**src/rtl/cpu_pkg.sv**
```systemverilog
// Shared CPU definitions: opcode/extension constants, IR field positions, fetch FSM states.
// Latency: n/a (declarations only).
// Backpressure: n/a.
package cpu_pkg;

  // Instruction word geometry
  localparam int IR_W = 16;

  // IR field bit ranges
  localparam int IR_OP_MSB   = 15;
  localparam int IR_OP_LSB   = 12;
  localparam int IR_COND_MSB = 11;
  localparam int IR_COND_LSB = 8;
  localparam int IR_DISP_MSB = 7;
  localparam int IR_DISP_LSB = 0;
  localparam int IR_EXT_MSB  = 7;
  localparam int IR_EXT_LSB  = 4;
  localparam int IR_RT_MSB   = 3;
  localparam int IR_RT_LSB   = 0;

  // Control-flow opcodes (IR[15:12]) and jump-kind extensions (IR[7:4])
  localparam logic [3:0] OP_BRANCH = 4'hC;
  localparam logic [3:0] OP_JUMP   = 4'h4;
  localparam logic [3:0] EXT_JCOND = 4'hC;
  localparam logic [3:0] EXT_JAL   = 4'h8;

  // Fetch front-end FSM states
  typedef enum logic [1:0] {
    S_FETCH  = 2'd0,
    S_DECODE = 2'd1,
    S_FAULT  = 2'd2
  } fetch_state_t;

  // Field view of an instruction word
  typedef struct packed {
    logic [3:0] opcode;
    logic [3:0] cond;
    logic [3:0] ext;
    logic [3:0] rtarget;
  } ir_fields_t;

  // Split a raw instruction word into its named fields
  function automatic ir_fields_t ir_split(input logic [IR_W-1:0] word);
    return ir_fields_t'(word);
  endfunction

endpackage : cpu_pkg

```
**src/rtl/instr_decoder.sv**
```systemverilog
// Control-flow field decoder for one 16-bit instruction word.
// Latency: purely combinational, zero cycles.
// Backpressure: none; outputs follow the IR input continuously.
module instr_decoder
  import cpu_pkg::*;
#(
  parameter logic [3:0] P_OP_BRANCH = OP_BRANCH,
  parameter logic [3:0] P_OP_JUMP   = OP_JUMP,
  parameter logic [3:0] P_EXT_JCOND = EXT_JCOND,
  parameter logic [3:0] P_EXT_JAL   = EXT_JAL
) (
  input  logic [IR_W-1:0] i_ir,
  output logic            o_is_branch,
  output logic            o_is_jump,
  output logic            o_is_jal,
  output logic [3:0]      o_cond,
  output logic [7:0]      o_disp,
  output logic [3:0]      o_rtarget
);

  ir_fields_t w_f;
  logic       w_op_jump;

  assign w_f = ir_split(i_ir);

  // Raw fields pass straight through; displacement stays unsigned here
  assign o_cond    = i_ir[IR_COND_MSB:IR_COND_LSB];
  assign o_disp    = i_ir[IR_DISP_MSB:IR_DISP_LSB];
  assign o_rtarget = i_ir[IR_RT_MSB:IR_RT_LSB];

  // Opcode classification; anything unrecognised leaves all flags low (sequential PC+1)
  always_comb begin
    w_op_jump   = (w_f.opcode == P_OP_JUMP);
    o_is_branch = (w_f.opcode == P_OP_BRANCH);
    o_is_jump   = w_op_jump && (w_f.ext == P_EXT_JCOND);
    o_is_jal    = w_op_jump && (w_f.ext == P_EXT_JAL);
  end

endmodule : instr_decoder

```
**src/rtl/instruction_fetch.sv**
```systemverilog
// Fetch/decode front end: reads imem at PC, holds the word in IR, decodes control-flow fields.
// Latency: 2 cycles minimum per instruction (ack in first fetch cycle, exec_ready in first decode cycle).
// Backpressure: exec_ready low holds DECODE with IR frozen; halt stalls FETCH with no request and a frozen timeout.
module instruction_fetch #(
  parameter int unsigned TIMEOUT   = 16,
  parameter logic [3:0]  OP_BRANCH = cpu_pkg::OP_BRANCH,
  parameter logic [3:0]  OP_JUMP   = cpu_pkg::OP_JUMP,
  parameter logic [3:0]  EXT_JCOND = cpu_pkg::EXT_JCOND,
  parameter logic [3:0]  EXT_JAL   = cpu_pkg::EXT_JAL
) (
  input  logic        clk,
  input  logic        resetn,
  input  logic [15:0] PC,
  output logic        imem_req,
  output logic [15:0] imem_addr,
  input  logic        imem_ack,
  input  logic [15:0] imem_rdata,
  input  logic        halt,
  input  logic        exec_ready,
  output logic        dec_valid,
  output logic [15:0] instr,
  output logic [3:0]  cond,
  output logic [7:0]  disp,
  output logic [3:0]  rtarget,
  output logic        is_branch,
  output logic        is_jump,
  output logic        is_jal,
  output logic        PC_enb,
  output logic        fault
);

  import cpu_pkg::*;

  // Last wait-count value that may still be rescued by an ack
  localparam logic [7:0] WAIT_LAST = 8'(TIMEOUT - 1);

  fetch_state_t r_state;
  logic [15:0]  r_ir;
  logic [7:0]   r_wait_cnt;
  logic         r_fault;

  logic w_in_fetch;
  logic w_in_decode;
  logic w_dec_branch;
  logic w_dec_jump;
  logic w_dec_jal;

  // Fetch FSM: owns IR, the imem wait counter and the sticky fault flag
  always_ff @(posedge clk or negedge resetn) begin
    if (!resetn) begin
      r_state    <= S_FETCH;
      r_ir       <= 16'h0000;
      r_wait_cnt <= 8'd0;
      r_fault    <= 1'b0;
    end else begin
      case (r_state)
        S_FETCH: begin
          // halt suppresses the request, so neither ack nor timeout can advance
          if (!halt) begin
            if (imem_ack) begin
              // an ack on the final wait cycle still wins over the timeout
              r_ir       <= imem_rdata;
              r_wait_cnt <= 8'd0;
              r_state    <= S_DECODE;
            end else if (r_wait_cnt == WAIT_LAST) begin
              r_state <= S_FAULT;
              r_fault <= 1'b1;
            end else begin
              r_wait_cnt <= r_wait_cnt + 8'd1;
            end
          end
        end
        S_DECODE: begin
          // PC advances on this same edge, so the next fetch sees the new PC
          if (exec_ready) begin
            r_state <= S_FETCH;
          end
        end
        S_FAULT: begin
          r_state <= S_FAULT;
        end
        default: begin
          r_state <= S_FAULT;
          r_fault <= 1'b1;
        end
      endcase
    end
  end

  // Shared decoder, also used further down the pipeline
  instr_decoder #(
    .P_OP_BRANCH (OP_BRANCH),
    .P_OP_JUMP   (OP_JUMP),
    .P_EXT_JCOND (EXT_JCOND),
    .P_EXT_JAL   (EXT_JAL)
  ) u_instr_decoder (
    .i_ir        (r_ir),
    .o_is_branch (w_dec_branch),
    .o_is_jump   (w_dec_jump),
    .o_is_jal    (w_dec_jal),
    .o_cond      (cond),
    .o_disp      (disp),
    .o_rtarget   (rtarget)
  );

  // resetn gates the request so nothing is asserted while reset is held
  assign w_in_fetch  = resetn && (r_state == S_FETCH);
  assign w_in_decode = (r_state == S_DECODE);

  assign imem_req  = w_in_fetch && !halt;
  assign imem_addr = PC;

  // Decoded flags and PC_enb are only meaningful while IR is being offered downstream
  assign dec_valid = w_in_decode;
  assign instr     = r_ir;
  assign is_branch = w_in_decode && w_dec_branch;
  assign is_jump   = w_in_decode && w_dec_jump;
  assign is_jal    = w_in_decode && w_dec_jal;
  assign PC_enb    = w_in_decode && exec_ready;
  assign fault     = r_fault;

endmodule : instruction_fetch

```
**config.mk**
```make
export PLATFORM = sky130hd
export DESIGN_NAME = instruction_fetch
export DESIGN_NICKNAME = d
export VERILOG_FILES = /design/src/rtl/cpu_pkg.sv /design/src/rtl/instr_decoder.sv /design/src/rtl/instruction_fetch.sv
export SDC_FILE = /design/constraint.sdc
export NUM_CORES = 1
export LEC_CHECK = 0
export CORE_MARGIN = 3
export CORE_UTILIZATION = 41
export CTS_CLUSTER_SIZE = 24
export DETAILED_ROUTE_END_ITERATION = 10
export PLACE_DENSITY = 0.86
export SYNTH_ARGS = -nofsm -noshare
export SYNTH_HDL_FRONTEND = slang
export SYNTH_SLANG_ARGS = --single-unit
```
**constraint.sdc**
```tcl
create_clock -name clk -period 3 [get_ports clk]
set_input_delay 0.3 -clock clk [delete_from_list [all_inputs] [get_ports clk]]
set_output_delay 0.3 -clock clk [all_outputs]
set_load 0.005 [all_outputs]
```
# [Yosys cells after proc, flatten, opt, wreduce, memory -nomap -nowiden]
# Index checks and enable logic that the tools add are counted.
[totals] regBits=27 inputBits=37 output_inout_bits=55 word_cells=46
[classes] add_sub_neg=1 n_eq_ne=13 mux=11 bitwise_logic=2 n_reduce_logical=15
[op_table] cell="8-bit 2-to-1 mux" n=2
[op_table] cell="4-bit == test, second input constant" n=3
[op_table] cell="2-bit != test, second input constant" n=5
[op_table] cell="3-bit AND reduction" n=3
[op_table] cell="8-bit by 1-bit adder with 8-bit output, second input constant" n=1
[op_table] cell="8-bit by 4-bit == test with 1-bit output, second input constant" n=1
[op_table] cell="1-bit logical AND" n=8
[op_table] cell="2-bit 2-to-1 mux" n=4
[op_table] cell="4-bit by 3-bit == test with 1-bit output, second input constant" n=1
[op_table] cell="2-bit case mux with 2 select lines" n=1
[op_table] cell="4-bit AND reduction" n=1
[op_table] cell="1-bit 2-to-1 mux" n=3
[op_table] cell="3-bit != test, second input constant" n=1
[op_table] cell="2-bit by 1-bit == test with 1-bit output, second input constant" n=1
[op_table] cell="2-bit == test, second input constant" n=1
[op_table] cell="2-bit zero test" n=1
[op_table] cell="1-bit NOT" n=2
[op_table] cell="1-bit case mux with 2 select lines" n=1
[op_table] cell="2-bit OR reduction" n=1
[op_table] cell="1-bit zero test" n=1

# [Depth between registers and ports, before layout]
[logic_depth] depth_word=5 depth_mapped=7 depth_no_buf=6

# [Hierarchy]
# A second synthesis with hierarchy kept.
[hier_totals] cells_unflattened=150 area_unflattened_um2=1590.3
[modules_own_cells] mod="instruction_fetch" instances=1 cells_per_inst=127 area_each_um2=1428.9 seq_area_each_um2=675.6
[modules_own_cells] mod="instr_decoder" instances=1 cells_per_inst=23 area_each_um2=161.4 seq_area_each_um2=0.0

# [Worst setup path before layout]
# No wires, ideal clock.
[synth_path] path_kind="register to register" from="register r_state[1]" to="register r_ir[10], in the netlist instr[10]" setup_time_ns=0.127 arrival_ns=1.508 t_required_ns=2.873 path_slack_ns=1.364 stages_incl_launch_ff=8 path_buffers=2 synth_period_minus_slack_ns=1.636 cell_sequence="dfrtp_1 inv_1 ha_1 nor2b_1 buf_2 nand2_4 buf_6 mux2_1"
[synth_via] elab_chain_cells=2
[synth_rtl] element="from (decl)" line_no="instruction_fetch.sv:37" source="fetch_state_t r_state;"
[synth_rtl] element="from (signal assigned)" line_no="instruction_fetch.sv:51" source="r_state <= S_FETCH;"
[synth_rtl] element="from (signal assigned)" line_no="instruction_fetch.sv:64" source="r_state <= S_DECODE;"
[synth_rtl] element="from (signal assigned)" line_no="instruction_fetch.sv:66" source="r_state <= S_FAULT;"
[synth_rtl] element="2-bit zero test" line_no="instruction_fetch.sv:56" source="case (r_state)"
[synth_rtl] element="3-bit AND reduction (no line)"
[synth_rtl] element="to (signal assigned)" line_no="instruction_fetch.sv:62" source="r_ir <= imem_rdata;"
[synth_rtl] element="to (decl)" line_no="instruction_fetch.sv:38" source="logic [15:0] r_ir;"
# Every way passes these cells.
# A chain may end at the register's enable or synchronous reset.

# [Worst setup path after layout]
[layout_path] from="register r_state[1]" to="output port is_jump"
[layout_via] elab_chain_cells=2
[layout_rtl] element="2-bit by 1-bit == test with 1-bit output" line_no="instruction_fetch.sv:108" source="assign w_in_decode = (r_state == S_DECODE);"
[layout_rtl] element="1-bit logical AND" line_no="instruction_fetch.sv:117" source="assign is_jump = w_in_decode && w_dec_jump;"
[layout_rtl] element="to (decl)" line_no="instruction_fetch.sv:26" source="output logic is_jump,"
# Every way passes these cells.

==> load_flow_metrics.sql <==
INSERT INTO impl_metrics (metric_group, metric, value, unit) VALUES
('timing', 'maxSlewViolCount', '0', ''),
('placed_design', 'io_buffer_count', '59', ''),
('critical_path', 'timing.critical_path.slowest_stage_cell', 'sky130_fd_sc_hd__clkdlybuf4s50_1', ''),
('yosys', 'postSynthAreaPerCell', '11.1', 'sq um'),
('yosys', 'postSynth.topFlopCell', 'sky130_fd_sc_hd__dfrtp_1', ''),
('timing', 'unrepaired_setup_endpoints_after_global_routing', 'false', ''),
('critical_path', 'r2r_setup_slack', '1150', 'ps'),
('cts', 'cts-resized-gates', '0', ''),
('cts', 'clock_tree_from_tritoncts', 'yes', ''),
('power_and_ir_drop', 'p_per_area', '299', 'nW/um^2'),
('global_route', 'grt_util_met3', '1.81', '%'),
('global_route', 'busiest_layer', 'met2', ''),
('finish', 'finish.utilization', '57.0', '%'),
('die', 'floorplan.io_pins', '92', ''),
('yosys', 'synth-xor-area-share', '0.558', '%'),
('yosys', 'yosys_warnings', '0', ''),
('cts', 'cts_inserted_buffers', '3', ''),
('power_and_ir_drop', 'vdd_ir_drop_max', '0.154', 'mV'),
('yosys', 'yosys-top-cells-area', 'sky130_fd_sc_hd__dfrtp_1, sky130_fd_sc_hd__buf_4, sky130_fd_sc_hd__mux2_2', ''),
('timing', 'slew-limit-headroom', '71.1', '%'),
('finish', 'finish.net_count', '212', ''),
('critical_path', 'cp.buffers_inverters', '2', ''),
('power_and_ir_drop', 'power', '0.600', 'mW'),
('placed_design', 'routabilityCongestion', '0.780', ''),
('cts', 'cts_hold_buffers', '0', ''),
('placed_design', 'pre_cts_ws', '904', 'ps'),
('die', 'core-area', '3520', 'sq um'),
('cts', 'tritoncts_num_sinks', '27', ''),
('finish', 'area.growth.synth_to_final', '27.7', '%'),
('yosys', 'synth_mux_area_share', '11.5', '%'),
('run', 'max_cap_viol_count', '0', ''),
('yosys', 'mappedNetlistArea', '1570', 'sq um'),
('critical_path', 'timing.critical_path.from_type', 'flip-flop', ''),
('critical_path', 'r2r-end', 'r_wait_cnt[7]', ''),
('timing', 'finClkSkew', '6.45', 'ps'),
('yosys', 'netlist-cell-type-count', '43', ''),
('detailed_routing', 'wl_per_cell', '15.0', 'um'),
('yosys', 'yosysTopAreaCellShare', '43.0', '%'),
('timing', 'layout_setup_ws', '574', 'ps'),
('detailed_routing', 'drt-vias-per-instance', '5.40', ''),
('critical_path', 'critical_path.endpoint_type', 'primary output', ''),
('cts', 'clock_tree.buffer_depth', '2', ''),
('timing', 'achievable_freq', '412', 'MHz'),
('detailed_routing', 'drt_first_iter_violations', '53', ''),
('critical_path', 'path_cells', 'inv_1 > ha_1 > nor4bb_1 > and3_1 > clkdlybuf4s50_1', ''),
('global_route', 'gr-usage-all-layers', '14.9', '%'),
('critical_path', 'worst_ep_arrival_time', '2130', 'ps'),
('timing', 'timing.final.setup_violations', '0', ''),
('finish', 'ant_diodes', '0', ''),
('critical_path', 'worst-r2r-cell-count', '6', ''),
('critical_path', 'critical_path_peak_fanout', '6', ''),
('die', 'floorplan.initialDensity', '44.6', '%'),
('cts', 'clock_insertion_delay_worst_skew', '260', 'ps'),
('yosys', 'postSynthNetCount', '182', ''),
('yosys', 'synthArstFlopShare', '100', '%'),
('yosys', 'yosys_register_bits', '27', ''),
('power_and_ir_drop', 'p_leak', '0.856', 'nW'),
('timing', 'hold_viol_final', '0', ''),
('die', 'die_y', '67.9', 'um'),
('run_status', 'result_of_the_run', 'finished, final reports clean', ''),
('critical_path', 'crit_required', '2700', 'ps'),
('global_route', 'grt_max_degree', '28', ''),
('critical_path', 'worst_path_dominant_cell_family', 'simple AND/OR/NAND/NOR gates', ''),
('detailed_routing', 'drt-pass1-iter-count', '5', ''),
('die', 'fp.dieW', '67.9', 'um'),
('global_route', 'first_global_vias', '1166', ''),
('timing', 'sum_of_negative_setup_slack', '0', 'ps'),
('timing', 'final_min_period_over_clock_period', '80.9', '%'),
('yosys', 'synth_instances', '142', ''),
('critical_path', 'start_to_end_type_of_the_worst_setup_path', 'reg -> out', ''),
('yosys', 'area_fraction_in_compound_gates_after_synthesis', '11.1', '%');
## flip-flops by register name, indices dropped and copies added (netlist names)
signal / flops
instr: 16
r_wait_cnt: 8
r_state: 2
fault: 1
## per-layer routing
layer  wire length [um]  part of all wire, %
met4                 39                  1.2
met3                314                  9.6
met1               1240                   38
met2               1670                   51
met5                  0                    0
## power by group
group          internal [mW]  switching, mW  total, mW  leakage [nW]
sequential             0.364              0      0.364         0.367
clock                 0.0948          0.103      0.198        0.0228
combinational         0.0248         0.0143     0.0391         0.467
total                  0.483          0.117      0.600         0.856
## cell usage after synthesis (2+ instances only)
master and n:
sky130_fd_sc_hd__nand3_1 2, sky130_fd_sc_hd__and3_1 2, sky130_fd_sc_hd__buf_2 2, sky130_fd_sc_hd__nor2b_1 2, sky130_fd_sc_hd__dfrtp_1 27, sky130_fd_sc_hd__and2_1 3, sky130_fd_sc_hd__inv_1 2, sky130_fd_sc_hd__mux2_2 12
sky130_fd_sc_hd__a21oi_1 5, sky130_fd_sc_hd__buf_4 32, sky130_fd_sc_hd__o21ai_0 5, sky130_fd_sc_hd__mux2_1 4, sky130_fd_sc_hd__nor2_1 3, sky130_fd_sc_hd__nand2_1 6, sky130_fd_sc_hd__ha_1 3, sky130_fd_sc_hd__a41oi_1 2
sky130_fd_sc_hd__buf_6 2, sky130_fd_sc_hd__a22o_1 2, sky130_fd_sc_hd__a31oi_1 2
## kinds of logic (layout without fill, tap and decap cells)
| group | Yosys count | in the layout |
|---|---|---|
| fa+ha+maj | 3 | 3 |
| flops | 27 | 27 |
| xor+xnor | 1 | 1 |
| simple gates | 32 | 32 |
| compound gates | 25 | 25 |
| buf+inv | 38 | 67 |
| mux | 16 | 16 |
## final cells by class
| cell class | count | area (sq um) |
|---|---|---|
| Fill cell | 286 | 1520 |
| Sequential cell | 27 | 676 |
| Multi-Input combinational cell | 77 | 614 |
| Timing Repair Buffer | 61 | 606 |
| Tap cell | 46 | 57.6 |
| Clock buffer | 4 | 45.0 |
| Inverter | 2 | 7.51 |
## cell usage in the layout (no fill, tap or decap), types with 2 or more instances in the layout
| cell type | count |
|---|---|
| sky130_fd_sc_hd__and3_1 | 2 |
| sky130_fd_sc_hd__a31oi_1 | 2 |
| sky130_fd_sc_hd__a41oi_1 | 2 |
| sky130_fd_sc_hd__inv_1 | 2 |
| sky130_fd_sc_hd__o21ai_0 | 5 |
| sky130_fd_sc_hd__nand2_1 | 6 |
| sky130_fd_sc_hd__a22o_1 | 2 |
| sky130_fd_sc_hd__ha_1 | 3 |
| sky130_fd_sc_hd__mux2_1 | 4 |
| sky130_fd_sc_hd__nand3_1 | 2 |
| sky130_fd_sc_hd__dfrtp_1 | 27 |
| sky130_fd_sc_hd__mux2_2 | 12 |
| sky130_fd_sc_hd__clkdlybuf4s50_1 | 59 |
| sky130_fd_sc_hd__a21oi_1 | 5 |
| sky130_fd_sc_hd__clkbuf_8 | 3 |
| sky130_fd_sc_hd__buf_4 | 2 |
| sky130_fd_sc_hd__nor2b_1 | 2 |
| sky130_fd_sc_hd__and2_1 | 3 |
| sky130_fd_sc_hd__nor2_1 | 3 |
## how the worst max path moves through the flow
stage	startpoint	endpoint	slack (ps)	depth (start not counted)
5_1_grt	r_state[1]	is_jump	440	5
3_5_place_dp	r_state[1]	is_jump	900	5
4_1_cts	r_state[1]	is_jump	590	5
3_3_place_gp	halt	imem_req	960	5
2_1_floorplan	r_state[1]	instr[10]	1360	7
6_report	r_state[1]	is_jump	570	5
## metrics by stage
step                      cells  instance area [sq um]
after floorplan             142                   1570
after global placement      213                   1960
after detailed placement    213                   1960
after CTS                   217                   2010
after global routing        217                   2010
final                       217                   2010
## worst reg2reg max path: cells and delay by family (launching register included)
family                   cells  cell delay, ps
AO/OA/AOI/OAI                3             640
adder cells (fa/ha/maj)      1             280
flip-flops                   1             420
buffers and inverters        1             100
AND/OR/NAND/NOR              1             340
No activity file was read; power rests on OpenSTA's default activity.
